### src/rtl/tcdm_pkg.sv
// tcdm_pkg: shared defaults and index-width helper for the TCDM request mux
package tcdm_pkg;
  localparam int NUM_INPUTS_DEF = 4;
  localparam int ADDR_WIDTH_DEF = 32;
  localparam int DATA_WIDTH_DEF = 32;
  localparam int MAX_OUTSTANDING_DEF = 4;
  function automatic int idx_w(input int n);
    return n > 1 ? $clog2(n) : 1;
  endfunction
endpackage

### src/rtl/tcdm_idx_fifo.sv
// tcdm_idx_fifo: synchronous FIFO of master indices awaiting read responses
module tcdm_idx_fifo import tcdm_pkg::*; #(
  parameter int WIDTH = 2,
  parameter int DEPTH = MAX_OUTSTANDING_DEF
) (
  input  logic             clk_i,
  input  logic             rst_i,
  input  logic             push,
  input  logic             pop,
  input  logic [WIDTH-1:0] din,
  output logic             full,
  output logic             empty,
  output logic [WIDTH-1:0] head
);
  localparam int PW = idx_w(DEPTH);
  localparam int CW = PW + 1;
  logic [WIDTH-1:0] mem [DEPTH];
  logic [PW-1:0] wp, rp;
  logic [CW-1:0] cnt;
  logic do_push, do_pop;
  assign full    = cnt == CW'(DEPTH);
  assign empty   = cnt == '0;
  assign do_push = push & ~full;
  assign do_pop  = pop & ~empty;
  assign head    = empty ? '0 : mem[rp];
  always_ff @(posedge clk_i)
    if (do_push) mem[wp] <= din;
  always_ff @(posedge clk_i) begin
    if (rst_i) begin
      wp  <= '0;
      rp  <= '0;
      cnt <= '0;
    end else begin
      if (do_push) wp <= wp + PW'(1);
      if (do_pop) rp <= rp + PW'(1);
      cnt <= cnt + CW'(do_push) - CW'(do_pop);
    end
  end
endmodule

### src/rtl/tcdm_req_mux.sv
// tcdm_req_mux: round-robin N:1 TCDM request mux tracking read-response owners.
// Define TCDM_REQ_MUX_LOCK_EN to hold a stalled winner until it is accepted.
module tcdm_req_mux import tcdm_pkg::*; #(
  parameter int NUM_INPUTS      = NUM_INPUTS_DEF,
  parameter int ADDR_WIDTH      = ADDR_WIDTH_DEF,
  parameter int DATA_WIDTH      = DATA_WIDTH_DEF,
  parameter int MAX_OUTSTANDING = MAX_OUTSTANDING_DEF,
  localparam int IW = idx_w(NUM_INPUTS),
  localparam int BW = DATA_WIDTH / 8
) (
  input  logic                  clk_i,
  input  logic                  rst_i,
  input  logic [NUM_INPUTS-1:0] req_i,
  output logic [NUM_INPUTS-1:0] gnt_o,
  input  logic [ADDR_WIDTH-1:0] addr_i [NUM_INPUTS],
  input  logic                  wen_i [NUM_INPUTS],
  input  logic [DATA_WIDTH-1:0] wdata_i [NUM_INPUTS],
  input  logic [BW-1:0]         be_i [NUM_INPUTS],
  output logic                  req_o,
  input  logic                  gnt_i,
  output logic [ADDR_WIDTH-1:0] addr_o,
  output logic                  wen_o,
  output logic [DATA_WIDTH-1:0] wdata_o,
  output logic [BW-1:0]         be_o,
  output logic [IW-1:0]         master_idx_o,
  input  logic                  rvalid_i,
  input  logic                  rready_i,
  output logic [IW-1:0]         resp_master_idx_o,
  output logic                  resp_idx_valid_o
);
  logic [IW-1:0] rr_ptr, win, cand;
  logic [NUM_INPUTS-1:0] elig;
  logic found, full, empty;
`ifdef TCDM_REQ_MUX_LOCK_EN
  logic locked;
  logic [IW-1:0] lock_idx;
`endif
  // a read may only win while the FIFO has room to record its owner
  always_comb
    for (int i = 0; i < NUM_INPUTS; i++) elig[i] = req_i[i] & (wen_i[i] | ~full);
  always_comb begin
    found = 1'b0;
    win   = '0;
    cand  = '0;
    for (int k = 0; k < NUM_INPUTS; k++) begin
      cand = rr_ptr + IW'(k);
      if (!found && elig[cand]) begin
        found = 1'b1;
        win   = cand;
      end
    end
`ifdef TCDM_REQ_MUX_LOCK_EN
    if (locked && elig[lock_idx]) win = lock_idx;
`endif
  end
  always_comb begin
    req_o        = found;
    addr_o       = found ? addr_i[win] : '0;
    wen_o        = found ? wen_i[win] : 1'b0;
    wdata_o      = found ? wdata_i[win] : '0;
    be_o         = found ? be_i[win] : '0;
    master_idx_o = found ? win : '0;
    gnt_o        = '0;
    gnt_o[win]   = gnt_i & found;
  end
  always_ff @(posedge clk_i) begin
    if (rst_i) rr_ptr <= '0;
    else if (req_o && gnt_i) rr_ptr <= win + IW'(1);
  end
`ifdef TCDM_REQ_MUX_LOCK_EN
  always_ff @(posedge clk_i) begin
    if (rst_i) begin
      locked   <= 1'b0;
      lock_idx <= '0;
    end else begin
      locked   <= req_o & ~gnt_i;
      lock_idx <= win;
    end
  end
`endif
  tcdm_idx_fifo #(.WIDTH(IW), .DEPTH(MAX_OUTSTANDING)) u_fifo (
    .clk_i (clk_i),
    .rst_i (rst_i),
    .push  (req_o & gnt_i & ~wen_o),
    .pop   (rvalid_i & rready_i),
    .din   (win),
    .full  (full),
    .empty (empty),
    .head  (resp_master_idx_o)
  );
  assign resp_idx_valid_o = ~empty;
endmodule

### config.mk
export PLATFORM = sky130hd
export DESIGN_NAME = tcdm_req_mux
export DESIGN_NICKNAME = d
export VERILOG_FILES = /design/src/rtl/tcdm_pkg.sv /design/src/rtl/tcdm_idx_fifo.sv /design/src/rtl/tcdm_req_mux.sv
export SDC_FILE = /design/constraint.sdc
export NUM_CORES = 1
export LEC_CHECK = 0
export CORE_AREA = 2 2 143 145
export DETAILED_ROUTE_END_ITERATION = 6
export DIE_AREA = 0 0 145 147
export PLACE_DENSITY = 0.67
export REMOVE_ABC_BUFFERS = 1
export SKIP_CTS_REPAIR_TIMING = 1
export SYNTH_ARGS = -nofsm -noshare
export SYNTH_HDL_FRONTEND = slang
export SYNTH_SLANG_ARGS = --single-unit
### constraint.sdc
create_clock -name clk_i -period 3 [get_ports clk_i]
set_clock_uncertainty 0.1 [all_clocks]
set_input_delay 0.6 -clock clk_i [delete_from_list [all_inputs] [get_ports clk_i]]
set_output_delay 0.6 -clock clk_i [all_outputs]
set_load 0.005 [all_outputs]
* Word-level counts from Yosys, hierarchy flattened
Memories as Yosys holds them, arrays and structs flattened. A register that Yosys moved wholly into a read port is not among the register bits. Cells that the tools add are included.
Word-level totals: register bits after elaboration 9, output and inout bits 79, logic and storage cells 88, RAM bits 8, memories 1
Cells by class: eq/ne operators 1, muxes and demuxes 40, add/sub/neg operators 8, bitwise logic cells 18, reductions and logical operators 9, magnitude comparators 7
Memory list:
- u_fifo.mem | depth 4, bits a word 2, read ports 1, clocked after Yosys merged registers in 1, write ports 1, RTL line tcdm_idx_fifo.sv:17 | logic [WIDTH-1:0] mem [DEPTH];
Operators with widths (number):
- $mux 32 | 6
- $bmux 32 s2 | 2
- $mux 2 | 8
- $lt 2x3->1 const B | 5
- $mux 1 | 14
- $mux 4 | 3
- $bmux 1 s2 | 5
- $and 1x1->1 | 9
- $add 2x1->2 const B | 4
- $bmux 4 s2 | 1
- $logic_and 1x1->1 | 5
- $add 2x2->2 const B | 2
- $and 4x4->4 | 1
- $or 1x1->1 | 4
- $add 3x1->3 | 1
- $eq 3x3->1 const B | 1
- $ge 3x3->1 const B | 1
- $logic_not 1->1 | 3
- $logic_not 3->1 | 1
- $not 1->1 | 3
- $not 2->3 | 1
- $sub 3x1->3 | 1
- $demux 1 s2 | 1
- $ge 2x1->1 const B | 1

* Longest topological paths before layout
depth after elaboration 26, mapped depth 13, gate-level depth less buffers 12

* By module
A second synthesis with hierarchy kept.
Unflattened totals: cells, all modules 297, area total of the unflattened synthesis 2737.6 um^2
Modules (own cells, without submodules):
- tcdm_req_mux | area an instance 1951.9 um^2, cells each 234, instances 1
- tcdm_idx_fifo | area an instance 785.8 um^2, cells each 63, instances 1

* Worst setup path after synthesis
No wires, ideal clock.
path type reg-to-reg, from reg u_fifo.cnt[2], to reg u_fifo.cnt[1], period minus slack after synthesis 3.108 ns, stages on the path, launching flop included 11, arrival 2.880 ns, data required time 2.772 ns, setup slack -0.108 ns, buffers on the path 0, cell sequence dfxtp_1 -> or3b_4 -> o21ai_2 -> o22ai_1 -> a211oi_4 -> mux2_2 -> o22a_4 -> inv_1 -> ha_1 -> fa_1 -> nor2b_1
Between the ends: cells in the longest elaborated chain, start to end 26
Ends and longest elaborated chain:
- from (decl) | RTL line tcdm_idx_fifo.sv:19 | logic [CW-1:0] cnt;
- from (signal assigned) | RTL line tcdm_idx_fifo.sv:36 | cnt <= cnt + CW'(do_push) - CW'(do_pop);
- $eq 3x3->1 * | RTL line tcdm_idx_fifo.sv:21 | assign full = cnt == CW'(DEPTH);
- $not 1->1 * | RTL line tcdm_idx_fifo.sv:23, tcdm_req_mux.sv:40
- $or 1x1->1 | RTL line tcdm_req_mux.sv:40 | for (int i = 0; i < NUM_INPUTS; i++) elig[i] = req_i[i] & (wen_i[i] | ~full);
- $and 1x1->1 | RTL line tcdm_req_mux.sv:40
- $bmux 1 s2 | RTL line tcdm_req_mux.sv:47 | if (!found && elig[cand]) begin
- $mux 1 (implied by the code) | RTL line tcdm_req_mux.sv:47
- $mux 1 | RTL line tcdm_req_mux.sv:47
- $logic_not 1->1 | RTL line tcdm_req_mux.sv:47
- [10 not listed]
- $mux 1 (implied by the code) (2 in series) | RTL line tcdm_req_mux.sv:59 | wen_o = found ? wen_i[win] : 1'b0;
- $mux 1 | RTL line tcdm_req_mux.sv:59
- $not 1->1 | RTL line tcdm_req_mux.sv:84 | .push (req_o & gnt_i & ~wen_o),
- $and 1x1->1 | RTL line tcdm_req_mux.sv:84
- $and 1x1->1 * | RTL line tcdm_idx_fifo.sv:23 | assign do_push = push & ~full;
- net u_fifo.do_push | RTL line tcdm_idx_fifo.sv:20 | logic do_push, do_pop;
- $add 3x1->3 * | RTL line tcdm_idx_fifo.sv:36
- $sub 3x1->3 * | RTL line tcdm_idx_fifo.sv:36
Mark *: on every way through the listed nets, which the timed path passes. The rest lies on a longest branch. The select of a mux whose other input is x is not followed. A chain may end at the register's enable or synchronous reset.

* Worst setup path in the final report
from reg u_fifo.cnt[0], to out addr_o[27]
Between the ends: cells in the longest elaborated chain, start to end 21
Ends and longest elaborated chain:
- $eq 3x3->1 * | RTL line tcdm_idx_fifo.sv:21
- $not 1->1 * | RTL line tcdm_req_mux.sv:40
- $or 1x1->1 | RTL line tcdm_req_mux.sv:40
- $and 1x1->1 | RTL line tcdm_req_mux.sv:40
- $bmux 1 s2 | RTL line tcdm_req_mux.sv:47
- $mux 1 (implied by the code) | RTL line tcdm_req_mux.sv:47
- $mux 1 | RTL line tcdm_req_mux.sv:47
- $logic_not 1->1 | RTL line tcdm_req_mux.sv:47
- [4 not listed]
- $mux 1 | RTL line tcdm_req_mux.sv:47
- $logic_not 1->1 | RTL line tcdm_req_mux.sv:47
- $logic_and 1x1->1 | RTL line tcdm_req_mux.sv:47
- $mux 2 | RTL line tcdm_req_mux.sv:47
- $not 2->3 (implied by the code) | RTL line tcdm_req_mux.sv:58 | addr_o = found ? addr_i[win] : '0;
- $bmux 32 s2 | RTL line tcdm_req_mux.sv:58
- $mux 32 (implied by the code) (2 in series) | RTL line tcdm_req_mux.sv:58
- $mux 32 * | RTL line tcdm_req_mux.sv:58
- to (decl) | RTL line tcdm_req_mux.sv:21 | output logic [ADDR_WIDTH-1:0] addr_o,
Mark *: on every way between the ends. The rest lies on a longest branch, timed or not. The select of a mux whose other input is x is not followed.

==> flow_summary.yaml <==
detailed_routing:
  drt_iter0_drc: 114
  antenna_left: 0
  vias_per_cell: 4.52
  num_vias: 5143
  drcViolationCount: 0
  wire_per_inst_um: 18.4
  dr.pass1.iters: 4
  routed_wl_um: 21000
timing:
  worst_pin_slew_ns: 0.500
  maxSlewHeadroom: 0.666
  rsz0062_at_grt: "true"
  final_hold_viol_count: 0
  period_minus_slack_ns: 3.45
  slew_viol_final: 0
  min_period_over_period: 1.15
  setup_violations: 87
  fmax_ghz: 0.290
  setup_ws_ns: -0.447
critical_path:
  cp.required_ns: 2.30
  crit_arrival_ns: 2.75
  r2r_cells: 13
  cp-start-kind: "register"
  critPathKind: "reg2out"
  worstReg2RegStart: "u_fifo.cnt[0]"
  r2r-end: "u_fifo.cnt[1]"
  reg2reg_slack_ns: -0.42
  timing.critical_path.fanout_max: 7
  end_kind: "output port"
floorplanning:
  dieWidth_um: 145
  std_cell_rows: 52
  start_util: 0.169
  die_area_mm2: 0.0213
  fp.dieH_um: 147
  coreArea_mm2: 0.0198
  io_pins: 364
layout:
  nNetsFinal: 1166
  area_growth_pct: 167
  drive_above_1_share: 0.337
  final_util: 0.451
  num_antenna_cells: 0
power:
  power.density_mw_per_mm2: 569
  ir_worst_vdd_mv: 0.284
  leakagePower_nw: 3.85
yosys:
  syn_inst: 437
  synthAdderAreaFrac: 0.0433
  synth_area_per_cell_um2: 7.68
  synth_compound_area_frac: 0.189
  synth_mux_area_frac: 0.312
  yosysSeqAreaShare: 0.137
  ys.warnings.count: 0
  synth.distinct_cells: 36
  ys.flop_type: "dfxtp_1"
  synth_xor_xnor_area_share: 0.0104
  synth_edf_count: 8
  syn_area_mm2: 0.00335
  ys_seq_elements: 19
  synth_top_family_by_area: "multiplexers"
  yosys.area_share.simple: 0.236
  async_flop_share: 0
cts:
  cts_tree: "built"
  cts_buffers: 3
  clk_pin_slew_ns: 0.06
  clk_latency_ns: 0.25
  cts.sinks: 19
  cts-root-buf: "clkbuf_16"
  htreeDepth: 1
  clock_path_buffers: 2
global_routing:
  grt_util_all_layers: 0.161
  antenna_found_initial: 0
  grt-ovfl-total: 0
  grt_max_degree: 31
  grt_pass1_vias: 4827
  grt_pass1_wl_um: 27400
placed_design:
  globalplace.congestion: 0.834
  pre_cts_ws_ns: -1.08
  io_buffers: 363
  hpwl_um: 15500
hold_path:
  whs_endpoint: "u_fifo.wp[1]"
  min_from: "u_fifo.wp[1]"
  hold_depth: 2
  worst_hold_path_type: "reg2reg"
job:
  drv_cap: 0
status:
  violations: "setup timing"
  status: "finished with violations"
metal layers:
layer | vias up | part of all wire | GRT usage
met5 | - | 0 | 0
met4 | 0 | 0.011 | 0.0228
met3 | 18 | 0.062 | 0.0366
met2 | 222 | 0.53 | 0.302
met1 | 2419 | 0.39 | 0.192
li1 | 2484 | - | -
worst max-delay path by stage:
stage	startpoint	to	cells after the start
3_5_place_dp	wen_i[3]	wdata_o[27]	10
4_1_cts	wen_i[3]	wdata_o[27]	10
5_1_grt	u_fifo.cnt[0]	wdata_o[9]	11
3_3_place_gp	wen_i[3]	wdata_o[27]	10
6_report	u_fifo.cnt[0]	addr_o[27]	11
2_1_floorplan	wen_i[2]	addr_o[10]	7
logic make-up after synthesis:
logic type / count (synthesis)
xor gates and xnor gates: 4
and+or+nand+nor: 165
buffers and inverters: 53
adders and majority gates: 11
AOI/OAI and AO/OA: 84
DFF: 19
muxes: 101
worst max-delay path, stage by stage, from the launching register on:
cell and delay [ns]:
dfxtp_2 0.32, or3b_4 0.44, o21ai_4 0.29, o32ai_4 0.15
a211oi_4 0.31, buf_6 0.19, buf_6 0.12, buf_12 0.12
buf_6 0.10, mux2i_1 0.21, o22ai_1 0.10, buf_2 0.13
synthesized netlist by cell type, types with 2 or more instances:
master	count	share of area
edfxtp_1	8	0.072
nand2b_1	3	0.0056
o21a_1	3	0.0067
a211oi_1	43	0.096
and3_1	48	0.090
a21oi_1	2	0.0030
dfxtp_1	11	0.066
o21ai_2	2	0.0052
nand2_1	89	0.10
and2_1	2	0.0037
inv_2	2	0.0022
buf_2	17	0.025
nand4_1	2	0.0037
ha_1	10	0.037
o22ai_1	28	0.052
mux4_2	2	0.013
nor2b_1	6	0.011
buf_4	5	0.011
nor2_1	11	0.012
inv_1	11	0.012
mux2i_1	96	0.29
nor4b_1	2	0.0052
xnor2_1	3	0.0078
mux2_4	2	0.0090
clkbuf_1	18	0.020
power breakdown:
group,total (W),switching (W),internal (W)
sequential,0.000360,0.0000327,0.000328
clock,0.000276,0.0000975,0.000179
combinational,0.00446,0.00185,0.00261
total,0.00509,0.00198,0.00311
cells in the final DEF, fill, tap and decap left out, drive strengths merged, types with 4 or more instances in the layout:
master,n
inv,13
nor2,11
nand2,89
a211oi,44
and3,48
dlymetal6s2s,18
nor2b,6
dfxtp,11
buf,138
o22ai,28
edfxtp,8
o21a,4
ha,10
clkbuf,32
clkdlybuf4s50,282
mux2i,96
stage by stage:
stage / cell area [um2] / total power (W) / TNS [ns] / std cells / hold slack (ns)
after CTS: 7860 / 0.00426 / -75.30 / 1095 / 0.431
after floorplan: 3160 / 0.00189 / -264.50 / 397 / 0.384
after detailed placement: 7780 / 0.00397 / -77.51 / 1091 / 0.414
final: 8960 / 0.00509 / -28.73 / 1139 / 0.426
after global routing: 8960 / 0.00541 / -37.70 / 1139 / 0.472
after global placement: 7780 / 0.00394 / -74.49 / 1091 / 0.401
area by class of cell:
type / count / area, um2
multi-input cells: 366 / 3270
clock buffers: 3 / 75.1
repair buffers: 467 / 4730
clock inverters: 1 / 5.00
fillers: 1914 / 10900
well taps: 270 / 338
inverters: 13 / 72.6
flip-flops and latches: 19 / 463
(Power assumes the default switching activity.)
